===== src/rtl/comparator_pkg.sv =====
// ---------------------------------------------------------------------------
// comparator_pkg
// Shared types and elaboration helpers for the chunk-serial comparator.
//   comparator_state_t : FSM encoding (IDLE -> BUSY -> DONE)
//   chunking_ok()      : true when an N-bit operand splits evenly into
//                        W-bit chunks
// ---------------------------------------------------------------------------
package comparator_pkg;

  typedef enum logic [1:0] {
    S_IDLE,
    S_BUSY,
    S_DONE
  } comparator_state_t;

  function automatic bit chunking_ok(input int n, input int w);
    return (w > 0) && (n >= w) && ((n % w) == 0);
  endfunction

endpackage


===== src/rtl/adder_n.sv =====
// ---------------------------------------------------------------------------
// adder_n
// Plain N-bit ripple/carry adder slice: {c_out, sum} = a + b + c_in.
//   a, b  : N-bit addends
//   c_in  : carry in
//   sum   : N-bit sum
//   c_out : carry out of the top bit
// ---------------------------------------------------------------------------
module adder_n #(
  parameter int N = 8
) (
  input  logic [N-1:0] a,
  input  logic [N-1:0] b,
  input  logic         c_in,
  output logic [N-1:0] sum,
  output logic         c_out
);

  assign {c_out, sum} = {1'b0, a} + {1'b0, b} + {{N{1'b0}}, c_in};

endmodule


===== src/rtl/comparator_serial.sv =====
// ---------------------------------------------------------------------------
// comparator_serial
// Multi-cycle magnitude comparator. Operands are walked W bits per cycle,
// LSB chunk first, through a single W-bit adder computing a + ~b + carry.
// The final carry out is the "no borrow" flag of A - B.
//   clk, rst           : clock, synchronous active-high reset
//   i_valid / o_ready  : upstream handshake (a, b, is_signed)
//   o_valid / i_ready  : downstream handshake (out_lt, out_eq)
//   out_lt             : A < B, signed or unsigned per is_signed
//   out_eq             : A == B
// ---------------------------------------------------------------------------
module comparator_serial
  import comparator_pkg::*;
#(
  parameter int N = 32,
  parameter int W = 8
) (
  input  logic         clk,
  input  logic         rst,
  input  logic         i_valid,
  output logic         o_ready,
  input  logic [N-1:0] a,
  input  logic [N-1:0] b,
  input  logic         is_signed,
  output logic         o_valid,
  input  logic         i_ready,
  output logic         out_lt,
  output logic         out_eq
);

  localparam int CHUNKS = N / W;
  // One spare bit so the counter can never wrap before reaching CHUNKS.
  localparam int CNT_W = $clog2(CHUNKS) + 1;
  localparam logic [CNT_W-1:0] LAST_CNT = CNT_W'(CHUNKS - 1);

  if (!chunking_ok(N, W)) begin : g_bad_cfg
    $error("comparator_serial: N must be a positive multiple of W");
  end

  comparator_state_t state_q, state_d;

  logic [N-1:0]     a_q, b_q;
  logic [N-1:0]     a_shift, b_shift;
  logic             signed_q, a_msb_q, b_msb_q;
  logic             carry_q, eq_acc_q;
  logic [CNT_W-1:0] count_q;
  logic             lt_q, eq_q;

  logic [W-1:0]     a_slice, b_slice, slice_sum;
  logic             slice_c_out, slice_eq, last_chunk;
  logic             accept, final_lt;

  assign a_slice    = a_q[W-1:0];
  assign b_slice    = b_q[W-1:0];
  assign last_chunk = (count_q == LAST_CNT);
  assign accept     = (state_q == S_IDLE) && i_valid;

  adder_n #(.N(W)) u_adder (
    .a     (a_slice),
    .b     (~b_slice),
    .c_in  (carry_q),
    .sum   (slice_sum),
    .c_out (slice_c_out)
  );

  // a + ~b + c == (a - b) - 1 + c (mod 2^W), so the slices are equal exactly
  // when the sum is all-ones (c = 0) or all-zeros (c = 1). This reuses the
  // adder instead of building a separate W-bit equality comparator.
  assign slice_eq = (slice_sum == {W{~carry_q}});

  // Differing sign bits settle a signed compare on their own: the negative
  // operand is the smaller one. Otherwise the borrow decides.
  assign final_lt = (signed_q && (a_msb_q ^ b_msb_q)) ? a_msb_q : ~slice_c_out;

  if (CHUNKS == 1) begin : g_single_chunk
    assign a_shift = a_q;
    assign b_shift = b_q;
  end else begin : g_multi_chunk
    assign a_shift = {{W{1'b0}}, a_q[N-1:W]};
    assign b_shift = {{W{1'b0}}, b_q[N-1:W]};
  end

  // -------------------------------------------------------------------------
  // FSM
  // -------------------------------------------------------------------------
  always_ff @(posedge clk) begin
    // NOTE: registers take <= so every flop samples pre-edge values; a
    // blocking = here would let later statements see already-updated state.
    if (rst) state_q <= S_IDLE;
    else     state_q <= state_d;
  end

  always_comb begin
    // NOTE: defaults first, so no path through the case leaves state_d
    // unassigned and no latch is inferred.
    state_d = state_q;
    unique case (state_q)
      S_IDLE: if (i_valid)    state_d = S_BUSY;
      S_BUSY: if (last_chunk) state_d = S_DONE;
      S_DONE: if (i_ready)    state_d = S_IDLE;
      default:                state_d = S_IDLE;
    endcase
  end

  assign o_ready = (state_q == S_IDLE);
  assign o_valid = (state_q == S_DONE);
  assign out_lt  = lt_q;
  assign out_eq  = eq_q;

  // -------------------------------------------------------------------------
  // Datapath
  // -------------------------------------------------------------------------
  always_ff @(posedge clk) begin
    if (rst) begin
      a_q      <= '0;
      b_q      <= '0;
      signed_q <= 1'b0;
      a_msb_q  <= 1'b0;
      b_msb_q  <= 1'b0;
      carry_q  <= 1'b0;
      eq_acc_q <= 1'b0;
      count_q  <= '0;
      lt_q     <= 1'b0;
      eq_q     <= 1'b0;
    end else if (accept) begin
      a_q      <= a;
      b_q      <= b;
      signed_q <= is_signed;
      a_msb_q  <= a[N-1];
      b_msb_q  <= b[N-1];
      carry_q  <= 1'b1;  // +1 completes the two's-complement of b
      eq_acc_q <= 1'b1;
      count_q  <= '0;
    end else if (state_q == S_BUSY) begin
      a_q      <= a_shift;
      b_q      <= b_shift;
      carry_q  <= slice_c_out;
      eq_acc_q <= eq_acc_q & slice_eq;
      count_q  <= count_q + CNT_W'(1);
      if (last_chunk) begin
        lt_q <= final_lt;
        eq_q <= eq_acc_q & slice_eq;
      end
    end
  end

endmodule


===== config.mk =====
export PLATFORM = sky130hd
export DESIGN_NAME = comparator_serial
export DESIGN_NICKNAME = d
export VERILOG_FILES = /design/src/rtl/comparator_pkg.sv /design/src/rtl/adder_n.sv /design/src/rtl/comparator_serial.sv
export SDC_FILE = /design/constraint.sdc
export NUM_CORES = 1
export LEC_CHECK = 0
export ABC_AREA = 0
export CAP_MARGIN = 40
export CORE_ASPECT_RATIO = 2
export CORE_MARGIN = 2
export CORE_UTILIZATION = 51
export DETAILED_ROUTE_END_ITERATION = 10
export PLACE_DENSITY = 0.82
export SETUP_SLACK_MARGIN = 0.3
export SLEW_MARGIN = 30
export SYNTH_ARGS = -nofsm -noshare
export SYNTH_HDL_FRONTEND = slang
export SYNTH_SLANG_ARGS = --single-unit

===== constraint.sdc =====
create_clock -name clk -period 3.3 [get_ports clk]
set_input_delay 0.825 -clock clk [delete_from_list [all_inputs] [get_ports clk]]
set_output_delay 0.825 -clock clk [all_outputs]
set_load 0.005 [all_outputs]

# Word level (Yosys, flattened, before mapping)
# Cells that the tools add are included.
# totals
reg_bits,76
input_bits,69
word_cells,47
# op_classes
addsub,3
eq_ne,7
n_mux,13
bitwise_logic,6
n_reduce_logical,7
# op_table
operator,n
$mux W32,4
$add A8 B8 Y9,1
$add A9 B1 Y9,1
$eq A8 B8 Y1,1
$not A8 Y8,1
$mux W2,3
$pmux W2 S3,1
$reduce_and A3 Y1,2
$mux W1,5
$ne A2 B2 Y1 const B,2
$add A3 B1 Y3 const B,1
$eq A3 B2 Y1 const B,1
$not A1 Y1,3
$eq A2 B1 Y1 const B,1
$eq A2 B2 Y1 const B,1
$logic_and A1 B1 Y1,2
$logic_not A2 Y1,1
$ne A2 B1 Y1 const B,1
$reduce_bool A2 Y1,1
$reduce_or A2 Y1,1
$and A1 B1 Y1,1
$xor A1 B1 Y1,1

# Longest topological paths before layout
# Gate-level depths: netlist of run 1.
# depth
ltp_word,7
depth_mapped,9

# By module
# Synthesis of run 1 repeated with hierarchy kept, for this count alone.
# unflattened
hier_cells,399
hier_area_um2,3349.5
# by_module_without_submodules
module,n_inst,cells_each,area_per_inst_um2,seq_area_each_um2
comparator_serial,1,359,3017.9,1521.5
adder_n,1,40,331.6,0.0

# Least setup slack after synthesis of run 1
# No wires, ideal clock.
# synth_timing
path_kind,register to register
start,reg carry_q
end,reg eq_acc_q
setup_time_ps,88
arrival_time_ps,2402
required_time_ps,3212
path_slack_ps,810
path_stages_with_launch,10
path_buffers,0
cell_sequence,dfxtp_1 -> inv_1 -> fa_1 -> fa_1 -> and2b_1 -> o21ai_1 -> xnor2_1 -> a2111oi_2 -> o211ai_1 -> a311oi_2
# synth_via
elab_chain_cells,5
word_cells_on_any_way,6
# synth_rtl
element,line,source
from (decl),comparator_serial.sv:45,"logic carry_q, eq_acc_q;"
from (signal assigned),comparator_serial.sv:137,carry_q <= slice_c_out;
$add A9 B1 Y9 or $not A1 Y1 (tied branches),"adder_n.sv:19, comparator_serial.sv:69",
$eq A8 B8 Y1 *,comparator_serial.sv:69,assign slice_eq = (slice_sum == {W{~carry_q}});
$and A1 B1 Y1 *,comparator_serial.sv:138,eq_acc_q <= eq_acc_q & slice_eq;
$mux W1 *,comparator_serial.sv:134,end else if (state_q == S_BUSY) begin
$mux W1 *,comparator_serial.sv:125,end else if (accept) begin
to (signal assigned),comparator_serial.sv:138,
to (decl),comparator_serial.sv:45,
# Every way passes the cells marked *; elsewhere a longest branch is shown, timed or not. The select of a mux whose other input is x is not followed.
# A chain may end at the register's enable or synchronous reset.

# Final worst setup path of run 1
# Ends and elaborated chain as after synthesis.

==> out/metrics.cfg, run 1 <==
[placed_design]
port_buffers = 72
placed_area_um2 = 4160
pre_cts_ws_ns = 0.592
place_congestion = 0.859
place_hpwl_um = 5500
place_inst = 541

[power]
p_leak_nw = 1.62
peakVddDrop_uv = 427
power_density_nw_per_um2 = 542
power.total_mw = 2.41

[run_status]
status = completed

[global_route]
track_usage_pct = 23.5
gr-total-overflow = 0
grt_pass1_wl_um = 13200
grt_pass1_vias = 2876
antenna_found_initial = 0
grt_max_degree = 48

[timing]
hold_slack_ns = 0.451
skew_ns = 0.00356
rsz0062_at_grt = no
setup_viol = 0
hold_viol_final = 0
max_freq_ghz = 0.368
max_slew_margin_pct = 44.1
slew_viol_final = 0
setup_slack_ns = 0.580
period_minus_slack_ns = 2.72
tightestPinTransition_ns = 0.838
finalCritPeriodShare_pct = 82.4
setup-tns-final_ns = 0

[clock_tree]
cts_max_path_buffers = 2
post_cts_buffers = 0
insertion_delay_ns = 0.33
cts.sinks = 76
clkSlewWorstSetupHoldPaths_ns = 0.05
numCtsBuffers = 9
root_buffer = clkbuf_16
cts_resized = 0
cts.htree.levels = 3
cts_tree = built
holdBufCountCts = 0

[synthesis]
synthesis.area_um2 = 3410
yosysTopAreaCell = dfxtp_1
ys_seq_area_share_pct = 44.7
syn-instance-count = 404
ys_warn_count = 0
synth_top_cells_by_count = dfxtp_1, nand2_1, a21oi_1, a22oi_1, clkbuf_1
yosys.area.top_type_share_pct = 44.7
ys_types = 51
syn_nets = 484
synth_ff_type = dfxtp_1
synth_edf_count = 0
synth.most_common_cell = dfxtp_1
synthTopCellsByArea = dfxtp_1, a22oi_1, a21oi_1, nand2_1, ha_1
yosys_register_bits = 76
async_flop_share_pct = 0
syn_area_per_cell_um2 = 8.43

[final_layout]
multi_input_area_um2 = 1710
nFillCells = 581
postLayoutCellArea_um2 = 4440
layout-drive-gt1-share_pct = 5.56
nets = 544
synthToLayoutAreaGrowth_pct = 30.4
finish.utilization_pct = 68.2
layoutNonFillerInstCount = 556
seq_area_um2 = 1520
num_antenna_cells = 0

[setup_path]
timing.rr.end = eq_acc_q
worst_setup_path_start_kind = flop
criticalPathCategory = reg -> reg
crit_fanout = 4
ff2ff_path_depth = 9
worstPathRequired_ns = 3.54
worstPathArrival_ns = 2.96
r2r-start = carry_q
worstSetupEndpointType = flop
r2r_slack_ns = 0.58

[floorplanning]
die_w_um = 61.8
initial_utilization_pct = 52.3
die_area_um2 = 7390
core_area_um2 = 6520
rows = 42
io_pins = 73
die_h_um = 120

[drt]
vias = 3098
drt_first_iter_violations = 174
drt_pass1_iterations = 4
wl_per_cell_um = 14.5
drtAntennaViolNets = 0
drc = 0
routed_wl_um = 8050
vias_per_cell = 5.57

[worst_hold_path]
holdPathEnd = b_q[2]
hold_depth = 2
hold_start = b_q[2]
hold_class = reg -> reg

[run]
cap_violations = 0

report_power, final:
| group | leakage (nW) | switching (mW) | total, mW | internal (mW) |
|---|---|---|---|---|
| clock network | 0.140 | 0.343 | 0.943 | 0.601 |
| logic | 0.856 | 0.236 | 0.451 | 0.214 |
| registers | 0.624 | 0.0356 | 1.02 | 0.980 |
| total | 1.62 | 0.614 | 2.41 | 1.79 |
how the worst max path moves through the flow:
stage,startpoint,end
3_3_place_gp,carry_q,eq_acc_q
3_5_place_dp,carry_q,eq_acc_q
2_1_floorplan,carry_q,eq_acc_q
5_1_grt,carry_q,eq_acc_q
4_1_cts,carry_q,eq_acc_q
6_report,carry_q,eq_acc_q
sequential cells by signal, summed over array words and instances (netlist names):
name / flops
count_q: 3
carry_q: 1
a_q: 32
a_msb_q: 1
b_q: 32
b_msb_q: 1
eq_acc_q: 1
signed_q: 1
out_lt: 1
out_eq: 1
state_q: 2
layout by cell type, fill, tap and decap left out, drive strengths merged, types with 7 or more instances in the layout:
cell type | netlist | final
nor2 | 10 | 10
ha | 9 | 9
a22oi | 49 | 49
nand3 | 14 | 14
dfxtp | 76 | 76
inv | 15 | 15
a21oi | 70 | 70
clkdlybuf4s50 | 0 | 71
buf | 1 | 7
clkbuf | 28 | 13
nand2 | 72 | 72
metal layers:
layer  global-route usage (%)  vias up  share of wire, %
li1                         -     1566                 -
met1                     28.9     1432                40
met2                     38.4       83                53
met3                     4.96       17               3.5
met4                     9.57        0               2.8
met5                        0        -                 0
layout make-up:
class / instances / share of cell area [%]
Clock buffer: 13 / 5.63
Clock inverter: 2 / 0.789
Inverter: 15 / 1.27
Multi-Input combinational cell: 284 / 38.5
Sequential cell: 76 / 34.3
Tap cell: 88 / 2.48
Timing Repair Buffer: 78 / 17.1
kinds of logic (layout without fill, tap and decap cells):
logic type	count (synthesis)	count (layout)	share of synthesized area, %
buf+inv	44	108	5.47
mux	2	2	0.588
xor+xnor	7	7	1.80
flops	76	76	44.7
simple gates	120	120	15.7
compound gates	144	144	27.3
fa+ha+maj	11	11	4.48
worst max-delay path, stage by stage, from the launching register on:
cell,delay [ns]
dfxtp_1,0.37
inv_1,0.11
fa_1,0.41
fa_1,0.40
and2b_1,0.22
o21ai_1,0.11
xnor2_1,0.17
a2111oi_2,0.40
o211ai_1,0.19
a311oi_2,0.25
Note: power is estimated with default switching activity, not from simulation.
==> inputs of run 2 (changes only) <==
--- a/config.mk
+++ b/config.mk
@@ -9,9 +9,9 @@
 export CAP_MARGIN = 40
 export CORE_ASPECT_RATIO = 2
 export CORE_MARGIN = 2
-export CORE_UTILIZATION = 51
+export CORE_UTILIZATION = 46
 export DETAILED_ROUTE_END_ITERATION = 10
-export PLACE_DENSITY = 0.82
+export PLACE_DENSITY = 0.78
 export SETUP_SLACK_MARGIN = 0.3
 export SLEW_MARGIN = 30
 export SYNTH_ARGS = -nofsm -noshare
==> constraint.sdc (replaced) <==
create_clock -name clk -period 2.5 [get_ports clk]
set_input_delay 0.625 -clock clk [delete_from_list [all_inputs] [get_ports clk]]
set_output_delay 0.625 -clock clk [all_outputs]
set_load 0.005 [all_outputs]
==> out/metrics.cfg, run 2 (synthesized netlist as in run 1, its figures left out) <==
[worst_hold_path]
hold_depth = 2
holdPathEnd = b_q[2]
hold_class = reg -> reg
hold_start = b_q[2]

[drt]
vias_per_cell = 5.59
routed_wl_um = 8800
drtAntennaViolNets = 0
drt_pass1_iterations = 5
vias = 3168
drc = 0
drt_first_iter_violations = 157
wl_per_cell_um = 15.5

[setup_path]
crit_fanout = 3
worst_setup_path_start_kind = flop
r2r_slack_ns = 0.06
worstSetupEndpointType = flop
worstPathArrival_ns = 2.69
timing.rr.end = eq_acc_q
r2r-start = a_q[0]
critPathLaunch = a_q[0]
ff2ff_path_depth = 9
worstPathRequired_ns = 2.74
criticalPathCategory = reg -> reg

[clock_tree]
insertion_delay_ns = 0.33
root_buffer = clkbuf_16
cts_max_path_buffers = 2
cts_tree = built
holdBufCountCts = 0
cts.sinks = 76
cts.htree.levels = 3
clkSlewWorstSetupHoldPaths_ns = 0.05
numCtsBuffers = 9

[placed_design]
pre_cts_ws_ns = 0.0361
place_hpwl_um = 6210
placed_area_um2 = 4210
place_congestion = 0.804
port_buffers = 72

[floorplanning]
io_pins = 73
rows = 44
die_w_um = 64.9
die_area_um2 = 8150
core_area_um2 = 7210
die_h_um = 126
initial_utilization_pct = 47.2

[power]
peakVddDrop_uv = 564
p_leak_nw = 1.68
power_density_nw_per_um2 = 721
power.total_mw = 3.32

[final_layout]
layout_commonest_cell = dfxtp_1
top_regs = a_q: 32 flops, b_q: 32 flops, count_q: 3 flops
finish.utilization_pct = 63.7
layout-drive-gt1-share_pct = 9.26
num_antenna_cells = 0
synthToLayoutAreaGrowth_pct = 34.9
final_cell_mix = dfxtp_1, nand2_1, clkdlybuf4s50_1, a21oi_1, a22oi_1
postLayoutCellArea_um2 = 4600
nets = 551

[timing]
hold_slack_ns = 0.455
slew_viol_final = 0
period_minus_slack_ns = 2.44
max_freq_ghz = 0.409
setup_slack_ns = 0.0563
skew_ns = 0.00443
max_slew_margin_pct = 60.8
hold_viol_final = 0
tightestPinTransition_ns = 0.588
setup_viol = 0
rsz0062_at_grt = yes
finalCritPeriodShare_pct = 97.7

[global_route]
grt_pass1_wl_um = 14400
grt_max_degree = 43
antenna_found_initial = 0
gr-total-overflow = 0
grt_pass1_vias = 3159
track_usage_pct = 22.9

[run_status]
status = completed

[run]
cap_violations = 0

## run 2: cell types whose count changed in the layout (fill, tap and decap cells not counted), moves of 2 or more
| cell | delta |
|---|---|
| buf_12 | +2 |
| fa_2 | +2 |
| fa_1 | -2 |
| buf_4 | +5 |
| dfxtp_1 | -2 |
| inv_1 | -2 |
| dfxtp_2 | +2 |
| clkbuf_8 | +2 |
## run 2: worst max-delay path by stage
stage / to / slack (ns)
after floorplan: eq_acc_q / 0.22
after global placement: eq_acc_q / 0.14
after detailed placement: eq_acc_q / 0.04
after CTS: eq_acc_q / 0.06
after global routing: eq_acc_q / -0.09
final: eq_acc_q / 0.06
## run 2: cell type report
| type | count | area, um^2 |
|---|---|---|
| Clock buffer | 14 | 274 |
| Clock inverter | 1 | 30.0 |
| Fill cell | 603 | 2620 |
| Inverter | 15 | 58.8 |
| Multi-Input combinational cell | 284 | 1760 |
| Sequential cell | 76 | 1520 |
| Tap cell | 92 | 115 |
| Timing Repair Buffer | 85 | 838 |
## run 2: where the power goes
group | leakage, nW | internal (mW) | switching, mW | total (mW)
Sequential | 0.625 | 1.29 | 0.0491 | 1.34
Combinational | 0.905 | 0.325 | 0.347 | 0.672
Clock | 0.149 | 0.849 | 0.452 | 1.30
## run 2: routing by layer
| metal | global-route usage (%) | vias to the layer above | part of all wire, % |
|---|---|---|---|
| met5 | 0 | - | 0 |
| met4 | 15.1 | 0 | 5.5 |
| met3 | 4.11 | 28 | 3.3 |
| met2 | 39.7 | 92 | 55 |
| met1 | 24.7 | 1464 | 37 |
| li1 | - | 1584 | - |
## run 2: worst max-delay path, stage by stage, from the launching register on
cell	delay, ns
dfxtp_2	0.33
inv_2	0.04
fa_2	0.39
fa_2	0.35
and2b_1	0.22
o211a_1	0.23
o32a_1	0.21
o2111a_1	0.20
o211ai_1	0.12
a311oi_2	0.27
## run 2: stage by stage
stage / TNS (ns) / instances
4_1_cts: 0 / 564
3_3_place_gp: 0 / 546
2_1_floorplan: 0 / 404
6_report: 0 / 567
5_1_grt: -0.0851 / 567
3_5_place_dp: 0 / 546
## run 2: timing repair
item                                   CTS  global route
gates resized for setup                  1             5
pin swaps                                4             3
buffers inserted                         3             3
setup endpoints to repair                3             4
endpoints found under the hold margin    0             0
